<file path="src/rtl/uart_pkg.sv">
// Shared definitions for the UART word receiver: parity mode codes,
// receiver state encoding and the parity helper.
package uart_pkg;

    localparam int PARITY_NONE = 0;
    localparam int PARITY_EVEN = 1;
    localparam int PARITY_ODD  = 2;

    typedef enum logic [2:0] {
        ST_IDLE   = 3'd0,
        ST_START  = 3'd1,
        ST_DATA   = 3'd2,
        ST_PARITY = 3'd3,
        ST_STOP   = 3'd4
    } rx_state_t;

    // Expected parity bit for a zero-extended character; odd_sel inverts the XOR.
    function automatic logic calc_parity(input logic [8:0] data_bits, input logic odd_sel);
        return (^data_bits) ^ odd_sel;
    endfunction

endpackage

</file>
<file path="src/rtl/uart_rx_char.sv">
// Bit-level UART receiver: synchronises rx, finds the start bit, samples each
// bit at mid-period and reports one character (or one error) as a one-cycle strobe.
module uart_rx_char
    import uart_pkg::*;
#(
    parameter int DATA_BITS = 8,
    parameter int OVS       = 16,
    parameter int PARITY    = 0
) (
    input  logic                 clk,
    input  logic                 rst,
    input  logic                 baud_tick,
    input  logic                 rx,
    output logic [DATA_BITS-1:0] char_data,
    output logic                 char_done,
    output logic                 char_frame_err,
    output logic                 char_parity_err,
    output logic                 busy
);

    localparam int TW = $clog2(OVS);
    localparam logic [TW-1:0] TICK_ZERO = {TW{1'b0}};
    localparam logic [TW-1:0] HALF_LAST = TW'(OVS / 2 - 1);
    localparam logic [TW-1:0] FULL_LAST = TW'(OVS - 1);
    localparam logic [3:0]    BIT_LAST  = 4'(DATA_BITS - 1);
    localparam bit            PAR_EN    = (PARITY == PARITY_EVEN) || (PARITY == PARITY_ODD);
    localparam bit            PAR_ODD   = (PARITY == PARITY_ODD);

    logic                 rx_meta_r;
    logic                 rx_sync_r;
    rx_state_t            state_r;
    rx_state_t            state_next_s;
    logic [TW-1:0]        tick_cnt_r;
    logic [TW-1:0]        tick_next_s;
    logic [3:0]           bit_cnt_r;
    logic [3:0]           bit_next_s;
    logic [DATA_BITS-1:0] shift_r;
    logic [DATA_BITS-1:0] shift_next_s;
    logic                 char_bad_r;
    logic                 bad_next_s;
    logic                 done_s;
    logic                 ferr_s;
    logic                 perr_s;
    logic [DATA_BITS-1:0] char_data_r;
    logic                 char_done_r;
    logic                 char_frame_err_r;
    logic                 char_parity_err_r;
    logic                 busy_r;

    // Two-flop synchroniser for the asynchronous serial line (idles high).
    always_ff @(posedge clk or posedge rst) begin
        if (rst) begin
            rx_meta_r <= 1'b1;
            rx_sync_r <= 1'b1;
        end else begin
            rx_meta_r <= rx;
            rx_sync_r <= rx_meta_r;
        end
    end

    // Next-state, tick/bit counters, data shift and end-of-character strobes.
    always_comb begin
        state_next_s = state_r;
        tick_next_s  = tick_cnt_r;
        bit_next_s   = bit_cnt_r;
        shift_next_s = shift_r;
        bad_next_s   = char_bad_r;
        done_s       = 1'b0;
        ferr_s       = 1'b0;
        perr_s       = 1'b0;
        case (state_r)
            ST_IDLE: begin
                if (baud_tick && !rx_sync_r) begin
                    state_next_s = ST_START;
                    tick_next_s  = TICK_ZERO;
                    bit_next_s   = 4'd0;
                    bad_next_s   = 1'b0;
                end else begin
                    state_next_s = ST_IDLE;
                end
            end
            ST_START: begin
                if (baud_tick) begin
                    if (tick_cnt_r == HALF_LAST) begin
                        tick_next_s = TICK_ZERO;
                        // A high line at mid-start means the low level was a glitch.
                        if (!rx_sync_r) begin
                            state_next_s = ST_DATA;
                        end else begin
                            state_next_s = ST_IDLE;
                        end
                    end else begin
                        tick_next_s = tick_cnt_r + 1'b1;
                    end
                end else begin
                    tick_next_s = tick_cnt_r;
                end
            end
            ST_DATA: begin
                if (baud_tick) begin
                    if (tick_cnt_r == FULL_LAST) begin
                        tick_next_s  = TICK_ZERO;
                        shift_next_s = {rx_sync_r, shift_r[DATA_BITS-1:1]};
                        if (bit_cnt_r == BIT_LAST) begin
                            bit_next_s = 4'd0;
                            if (PAR_EN) begin
                                state_next_s = ST_PARITY;
                            end else begin
                                state_next_s = ST_STOP;
                            end
                        end else begin
                            bit_next_s = bit_cnt_r + 4'd1;
                        end
                    end else begin
                        tick_next_s = tick_cnt_r + 1'b1;
                    end
                end else begin
                    tick_next_s = tick_cnt_r;
                end
            end
            ST_PARITY: begin
                if (baud_tick) begin
                    if (tick_cnt_r == FULL_LAST) begin
                        tick_next_s  = TICK_ZERO;
                        state_next_s = ST_STOP;
                        if (rx_sync_r != calc_parity(9'(shift_r), PAR_ODD)) begin
                            bad_next_s = 1'b1;
                        end else begin
                            bad_next_s = char_bad_r;
                        end
                    end else begin
                        tick_next_s = tick_cnt_r + 1'b1;
                    end
                end else begin
                    tick_next_s = tick_cnt_r;
                end
            end
            ST_STOP: begin
                if (baud_tick) begin
                    if (tick_cnt_r == FULL_LAST) begin
                        tick_next_s  = TICK_ZERO;
                        state_next_s = ST_IDLE;
                        // Framing error outranks a parity error on the same character.
                        if (!rx_sync_r) begin
                            ferr_s = 1'b1;
                        end else if (char_bad_r) begin
                            perr_s = 1'b1;
                        end else begin
                            done_s = 1'b1;
                        end
                    end else begin
                        tick_next_s = tick_cnt_r + 1'b1;
                    end
                end else begin
                    tick_next_s = tick_cnt_r;
                end
            end
            default: begin
                state_next_s = ST_IDLE;
                tick_next_s  = TICK_ZERO;
                bit_next_s   = 4'd0;
            end
        endcase
    end

    // State, counters and registered character strobes.
    always_ff @(posedge clk or posedge rst) begin
        if (rst) begin
            state_r           <= ST_IDLE;
            tick_cnt_r        <= TICK_ZERO;
            bit_cnt_r         <= 4'd0;
            shift_r           <= {DATA_BITS{1'b0}};
            char_bad_r        <= 1'b0;
            char_data_r       <= {DATA_BITS{1'b0}};
            char_done_r       <= 1'b0;
            char_frame_err_r  <= 1'b0;
            char_parity_err_r <= 1'b0;
            busy_r            <= 1'b0;
        end else begin
            state_r           <= state_next_s;
            tick_cnt_r        <= tick_next_s;
            bit_cnt_r         <= bit_next_s;
            shift_r           <= shift_next_s;
            char_bad_r        <= bad_next_s;
            char_done_r       <= done_s;
            char_frame_err_r  <= ferr_s;
            char_parity_err_r <= perr_s;
            busy_r            <= (state_next_s != ST_IDLE);
            if (done_s) begin
                char_data_r <= shift_r;
            end else begin
                char_data_r <= char_data_r;
            end
        end
    end

    assign char_data       = char_data_r;
    assign char_done       = char_done_r;
    assign char_frame_err  = char_frame_err_r;
    assign char_parity_err = char_parity_err_r;
    assign busy            = busy_r;

endmodule

</file>
<file path="src/rtl/uart_word_rx.sv">
// UART receive front end: gathers WORD_BYTES characters into one operand word
// and hands it over with valid/ready, flagging overrun and inter-character timeout.
module uart_word_rx
    import uart_pkg::*;
#(
    parameter int DATA_BITS  = 8,
    parameter int WORD_BYTES = 2,
    parameter int OVS        = 16,
    parameter int PARITY     = 0,
    parameter int MSB_FIRST  = 0,
    parameter int TIMEOUT    = 0
) (
    input  logic                            clk,
    input  logic                            rst,
    input  logic                            baud_tick,
    input  logic                            rx,
    output logic [WORD_BYTES*DATA_BITS-1:0] word_out,
    output logic                            word_valid,
    input  logic                            word_ready,
    output logic                            busy,
    output logic                            frame_err,
    output logic                            parity_err,
    output logic                            overrun_err,
    output logic                            timeout_err
);

    localparam int W     = WORD_BYTES * DATA_BITS;
    localparam int IDX_W = $clog2(WORD_BYTES + 1);
    localparam int TW    = $clog2(OVS);
    localparam logic [IDX_W-1:0] IDX_ZERO  = {IDX_W{1'b0}};
    localparam logic [IDX_W-1:0] IDX_LAST  = IDX_W'(WORD_BYTES - 1);
    localparam logic [TW-1:0]    TICK_ZERO = {TW{1'b0}};
    localparam logic [TW-1:0]    TICK_LAST = TW'(OVS - 1);
    localparam logic [15:0]      TO_LAST   = 16'(TIMEOUT - 1);
    localparam bit               TO_EN     = (TIMEOUT > 0);

    logic [DATA_BITS-1:0] char_data_s;
    logic                 char_done_s;
    logic                 char_frame_err_s;
    logic                 char_parity_err_s;
    logic                 busy_s;

    logic [IDX_W-1:0] byte_idx_r;
    logic [IDX_W-1:0] idx_next_s;
    logic [IDX_W-1:0] slot_s;
    logic [W-1:0]     word_buf_r;
    logic [W-1:0]     buf_next_s;
    logic [W-1:0]     assembled_s;
    logic [W-1:0]     word_out_r;
    logic [W-1:0]     word_out_next_s;
    logic             word_valid_r;
    logic             valid_next_s;
    logic             overrun_s;
    logic             timeout_s;
    logic [TW-1:0]    idle_tick_r;
    logic [TW-1:0]    idle_tick_next_s;
    logic [15:0]      idle_bit_r;
    logic [15:0]      idle_bit_next_s;
    logic             to_hit_s;
    logic             frame_err_r;
    logic             parity_err_r;
    logic             overrun_err_r;
    logic             timeout_err_r;

    uart_rx_char #(
        .DATA_BITS (DATA_BITS),
        .OVS       (OVS),
        .PARITY    (PARITY)
    ) u_char (
        .clk             (clk),
        .rst             (rst),
        .baud_tick       (baud_tick),
        .rx              (rx),
        .char_data       (char_data_s),
        .char_done       (char_done_s),
        .char_frame_err  (char_frame_err_s),
        .char_parity_err (char_parity_err_s),
        .busy            (busy_s)
    );

    // Merge the incoming character into its slot of the partial word.
    always_comb begin
        assembled_s = word_buf_r;
        if (MSB_FIRST != 0) begin
            slot_s = IDX_LAST - byte_idx_r;
        end else begin
            slot_s = byte_idx_r;
        end
        assembled_s[int'(slot_s) * DATA_BITS +: DATA_BITS] = char_data_s;
    end

    // Idle-bit counter that aborts a stalled partial word.
    always_comb begin
        idle_tick_next_s = idle_tick_r;
        idle_bit_next_s  = idle_bit_r;
        to_hit_s         = 1'b0;
        if (!TO_EN || busy_s || (byte_idx_r == IDX_ZERO)) begin
            idle_tick_next_s = TICK_ZERO;
            idle_bit_next_s  = 16'd0;
        end else if (baud_tick) begin
            if (idle_tick_r == TICK_LAST) begin
                idle_tick_next_s = TICK_ZERO;
                idle_bit_next_s  = idle_bit_r + 16'd1;
                to_hit_s         = (idle_bit_r == TO_LAST);
            end else begin
                idle_tick_next_s = idle_tick_r + 1'b1;
            end
        end else begin
            idle_tick_next_s = idle_tick_r;
        end
    end

    // Word assembly, hand-off to the consumer and overrun/timeout decisions.
    always_comb begin
        idx_next_s      = byte_idx_r;
        buf_next_s      = word_buf_r;
        word_out_next_s = word_out_r;
        valid_next_s    = word_valid_r && !word_ready;
        overrun_s       = 1'b0;
        timeout_s       = 1'b0;
        if (char_done_s) begin
            if (byte_idx_r == IDX_LAST) begin
                idx_next_s = IDX_ZERO;
                // A pending word is only replaced if it is consumed this very cycle.
                if (!word_valid_r || word_ready) begin
                    word_out_next_s = assembled_s;
                    valid_next_s    = 1'b1;
                end else begin
                    overrun_s = 1'b1;
                end
            end else begin
                buf_next_s = assembled_s;
                idx_next_s = byte_idx_r + 1'b1;
            end
        end else if (char_frame_err_s || char_parity_err_s) begin
            idx_next_s = IDX_ZERO;
        end else if (to_hit_s) begin
            idx_next_s = IDX_ZERO;
            timeout_s  = 1'b1;
        end else begin
            idx_next_s = byte_idx_r;
        end
    end

    // Word-level registers and one-cycle error pulses.
    always_ff @(posedge clk or posedge rst) begin
        if (rst) begin
            byte_idx_r    <= IDX_ZERO;
            word_buf_r    <= {W{1'b0}};
            word_out_r    <= {W{1'b0}};
            word_valid_r  <= 1'b0;
            idle_tick_r   <= TICK_ZERO;
            idle_bit_r    <= 16'd0;
            frame_err_r   <= 1'b0;
            parity_err_r  <= 1'b0;
            overrun_err_r <= 1'b0;
            timeout_err_r <= 1'b0;
        end else begin
            byte_idx_r    <= idx_next_s;
            word_buf_r    <= buf_next_s;
            word_out_r    <= word_out_next_s;
            word_valid_r  <= valid_next_s;
            idle_tick_r   <= idle_tick_next_s;
            idle_bit_r    <= idle_bit_next_s;
            frame_err_r   <= char_frame_err_s;
            parity_err_r  <= char_parity_err_s;
            overrun_err_r <= overrun_s;
            timeout_err_r <= timeout_s;
        end
    end

    assign word_out    = word_out_r;
    assign word_valid  = word_valid_r;
    assign busy        = busy_s;
    assign frame_err   = frame_err_r;
    assign parity_err  = parity_err_r;
    assign overrun_err = overrun_err_r;
    assign timeout_err = timeout_err_r;

endmodule
</file>
<file path="config.mk">
export PLATFORM = sky130hd
export DESIGN_NAME = uart_word_rx
export DESIGN_NICKNAME = d
export VERILOG_FILES = /design/src/rtl/uart_pkg.sv /design/src/rtl/uart_rx_char.sv /design/src/rtl/uart_word_rx.sv
export SDC_FILE = /design/constraint.sdc
export NUM_CORES = 1
export LEC_CHECK = 0
export ABC_AREA = 0
export CAP_MARGIN = 20
export CORE_UTILIZATION = 45
export DETAILED_ROUTE_END_ITERATION = 16
export MAX_ROUTING_LAYER = met4
export PLACE_DENSITY = 0.67
export SKIP_LAST_GASP = 1
export SLEW_MARGIN = 5
export SYNTH_ARGS = -nofsm -noshare
export SYNTH_HDL_FRONTEND = slang
export SYNTH_HIERARCHICAL = 1
export SYNTH_SLANG_ARGS = --single-unit
</file>
<file path="constraint.sdc">
create_clock -name clk -period 1.6 [get_ports clk]
set_input_delay 0.16 -clock clk [delete_from_list [all_inputs] [get_ports clk]]
set_output_delay 0.16 -clock clk [all_outputs]
set_load 0.01 [all_outputs]
</file>
==> impl_metrics.ini, run 1 <==
[sta]
period_minus_slack_ps = 1570
grt_setup_unrepaired = true
setup_ws_ps = 29.8
finalSetupViolCount = 0
fmax_ghz = 0.637
clock-skew-final_ps = 12.1
finalMaxSlewViolations = 0
final_hold_viol_count = 0
tns_ps = 0
period_share_pct = 98.1
holdWs_ps = 179

[worst_setup_path]
critPathMaxStageDelay_ps = 420
critPathKind = reg -> reg
start_kind = flip-flop
crit_fanout = 5
crit_chain = ha_4 -> and4_4 -> buf_4 -> nand3b_1 -> o22ai_2 -> or3_1
r2r-start = u_char/tick_cnt_r[0]
required_ps = 1830
worst_path_max_delay_cell = dfrtp_1
reg2reg_depth = 6
cp-end-kind = flip-flop
crit_arrival_ps = 1800
r2r_end = u_char/busy
r2r_setup_slack_ps = 30

[synthesis]
ys_types = 54
synth_area_mm2 = 0.00340
synthCells = 295
ys_warn_count = 6
ys_top_cells_by_area = dfrtp_1 51%, a21oi_1 7.4%, a22o_1 4.1%
syn_nets = 307
async_flop_share_pct = 100
yosys.area.top_type = dfrtp_1
syn_avg_cell_area_um2 = 11.5
synth_flop_cell = dfrtp_1
netlist.area_leader.share_pct = 51.5
ys_ff_latch = 72
yosysSeqAreaShare_pct = 53.0
synth_edf_count = 0

[final_layout]
drive_above_1_share_pct = 26.8
syn2layout_area_growth_pct = 25.1
antenna_cells = 0
fillCellCount = 627
fin_area_mm2 = 0.00426
nets = 361
finalNonFillerCells = 453
layout_commonest_cell = dfrtp_1
final_cell_mix = 66 x dfrtp_1, 48 x a21oi_1, 32 x buf_4, 25 x clkdlybuf4s50_1, 16 x a22o_1

[die]
ioPinCount = 27
num_rows = 31
die_w_um = 89.0
coreArea_mm2 = 0.00729
dieArea_mm2 = 0.00792
die_height_um = 89.0
start_util_pct = 46.7

[global_route]
grt_pass1_wl_um = 10500
grt_overflow = 0
grt_pass1_vias = 2245
grt_max_degree = 39
antenna_found_initial = 0
track_usage_pct = 17.8

[route]
via_per_inst = 5.21
wl_met1_um = 2850
wl_met3_um = 171
drcViolationCount = 0
drtIter0Drc = 67
drt_wl_total_um = 6130
dr.pass1.iters = 4
maxUsedRoutingLayer = met4
dr_wl_met2_um = 3010
final_antenna_net_count = 0
vias = 2361
avgRoutedWirePerCell_um = 13.5

[placement]
place_inst = 435
dpl_worst_slack_ps = -262
placed_area_mm2 = 0.00398
place.port_buffers = 25
hpwlAfterDp_um = 4320
gp_congestion = 0.826

[power_and_ir_drop]
p_leak_uw = 0.00203
power-per-cell-area_mw_per_mm2 = 965
ir_drop_v = 0.000701

[clock_network]
cts-root-buf = clkbuf_8
cts_sinks = 72
cts_inserted_buffers = 9
cts_tree = done
clk_path_buf_depth = 2
clkSlewWorstSetupHoldPaths_ps = 80
clock_latency_ps = 350
h-tree-depth = 3

[run]
drv_cap = 0

[status]
status = complete, no violations

[hold_path]
min_path_type = in -> async
[worst max-delay path, delay by kind of cell (launching register included)]
family | cells | cell delay (ps)
and+or+nand+nor | 3 | 620
buffers and inverters | 1 | 140
DFF | 1 | 420
AOI/OAI and AO/OA | 1 | 90
adders and majority gates | 1 | 190
[timing repair]
item                                    CTS  global route
gates cloned                              1             0
endpoints found under the setup margin    9            24
setup buffers                             0             2
hold buffers                              0             0
pin swaps                                 1             4
gates resized for setup                   2            13
[logic make-up (layout without fill, tap and decap cells)]
logic type | after synthesis | in the layout | share of synthesized area (%)
other | 1 | 1 | 0.110
multiplexers | 20 | 20 | 7.39
flip-flops | 72 | 72 | 53.0
AO/OA/AOI/OAI | 88 | 88 | 16.0
buffers and inverters | 28 | 86 | 5.07
XOR/XNOR | 8 | 8 | 2.46
adder cells (fa/ha/maj) | 7 | 7 | 2.57
AND/OR/NAND/NOR | 71 | 72 | 13.4
[per-stage QoR]
| step | util [%] | power [µW] |
|---|---|---|
| 2_1_floorplan | - | 2330 |
| 3_3_place_gp | 54.5 | 2540 |
| 3_5_place_dp | 54.5 | 2550 |
| 4_1_cts | 57.7 | 4100 |
| 5_1_grt | 58.4 | 4310 |
| 6_report | 58.4 | 4110 |
[worst max-delay path by stage]
stage / depth (start not counted) / from / to
after global placement: 5 / baud_tick / u_char/char_data[2]
after CTS: 5 / u_char/tick_cnt_r[1] / u_char/char_data[3]
final: 6 / u_char/tick_cnt_r[0] / u_char/busy
after global routing: 5 / u_char/tick_cnt_r[0] / u_char/char_data[2]
after floorplan: 5 / u_char/rx_sync_r / u_char/tick_cnt_r[2]
after detailed placement: 5 / baud_tick / u_char/char_data[5]
[cell usage after synthesis, drive strengths merged (5+ instances only)]
master and number:
a22o 16, inv 10, dfrtp 70, nor2 6, a21oi 51, mux2 17, nor2b 6, buf 14
ha 7, nand2 13, and2b 12, xnor2 5, and2 6, o21ai 5
[where the power goes]
group | internal, µW | leakage, µW | switching [µW]
logic | 314 | 0.000951 | 270
clock network | 757 | 0.000102 | 767
registers | 1900 | 0.000976 | 106
[metal layers]
metal,GRT usage (%),vias up
met5,-,-
met3,4.34,9
met2,28.3,33
met1,22.5,1161
li1,-,1158
met4,6.20,0
[flip-flops by register name, indices dropped and copies added, names as in the netlist, 2 cells and up]
register / cells
word_buf_r: 16
word_out: 16
u_char/char_data: 8
u_char/shift_r: 8
u_char/bit_cnt_r: 4
u_char/tick_cnt_r: 4
u_char/state_r: 3
byte_idx_r: 2
[final cells by class]
| cell class | count | area [µm²] | area share [%] |
|---|---|---|---|
| multi-input cells | 196 | 1530 | 35.8 |
| clock buffers | 9 | 124 | 2.91 |
| inverters | 10 | 37.5 | 0.881 |
| clock inverters | 7 | 87.6 | 2.06 |
| flip-flops and latches | 72 | 1810 | 42.5 |
| well taps | 99 | 124 | 2.91 |
| repair buffers | 60 | 551 | 12.9 |
Power figures use the tool's default switching activity.
==> run 2: changes to the inputs <==
CTS_CLUSTER_SIZE = 40   (was default)
==> results of run 2 <==
Final layout, timing and power as in run 1 (identical DEF).
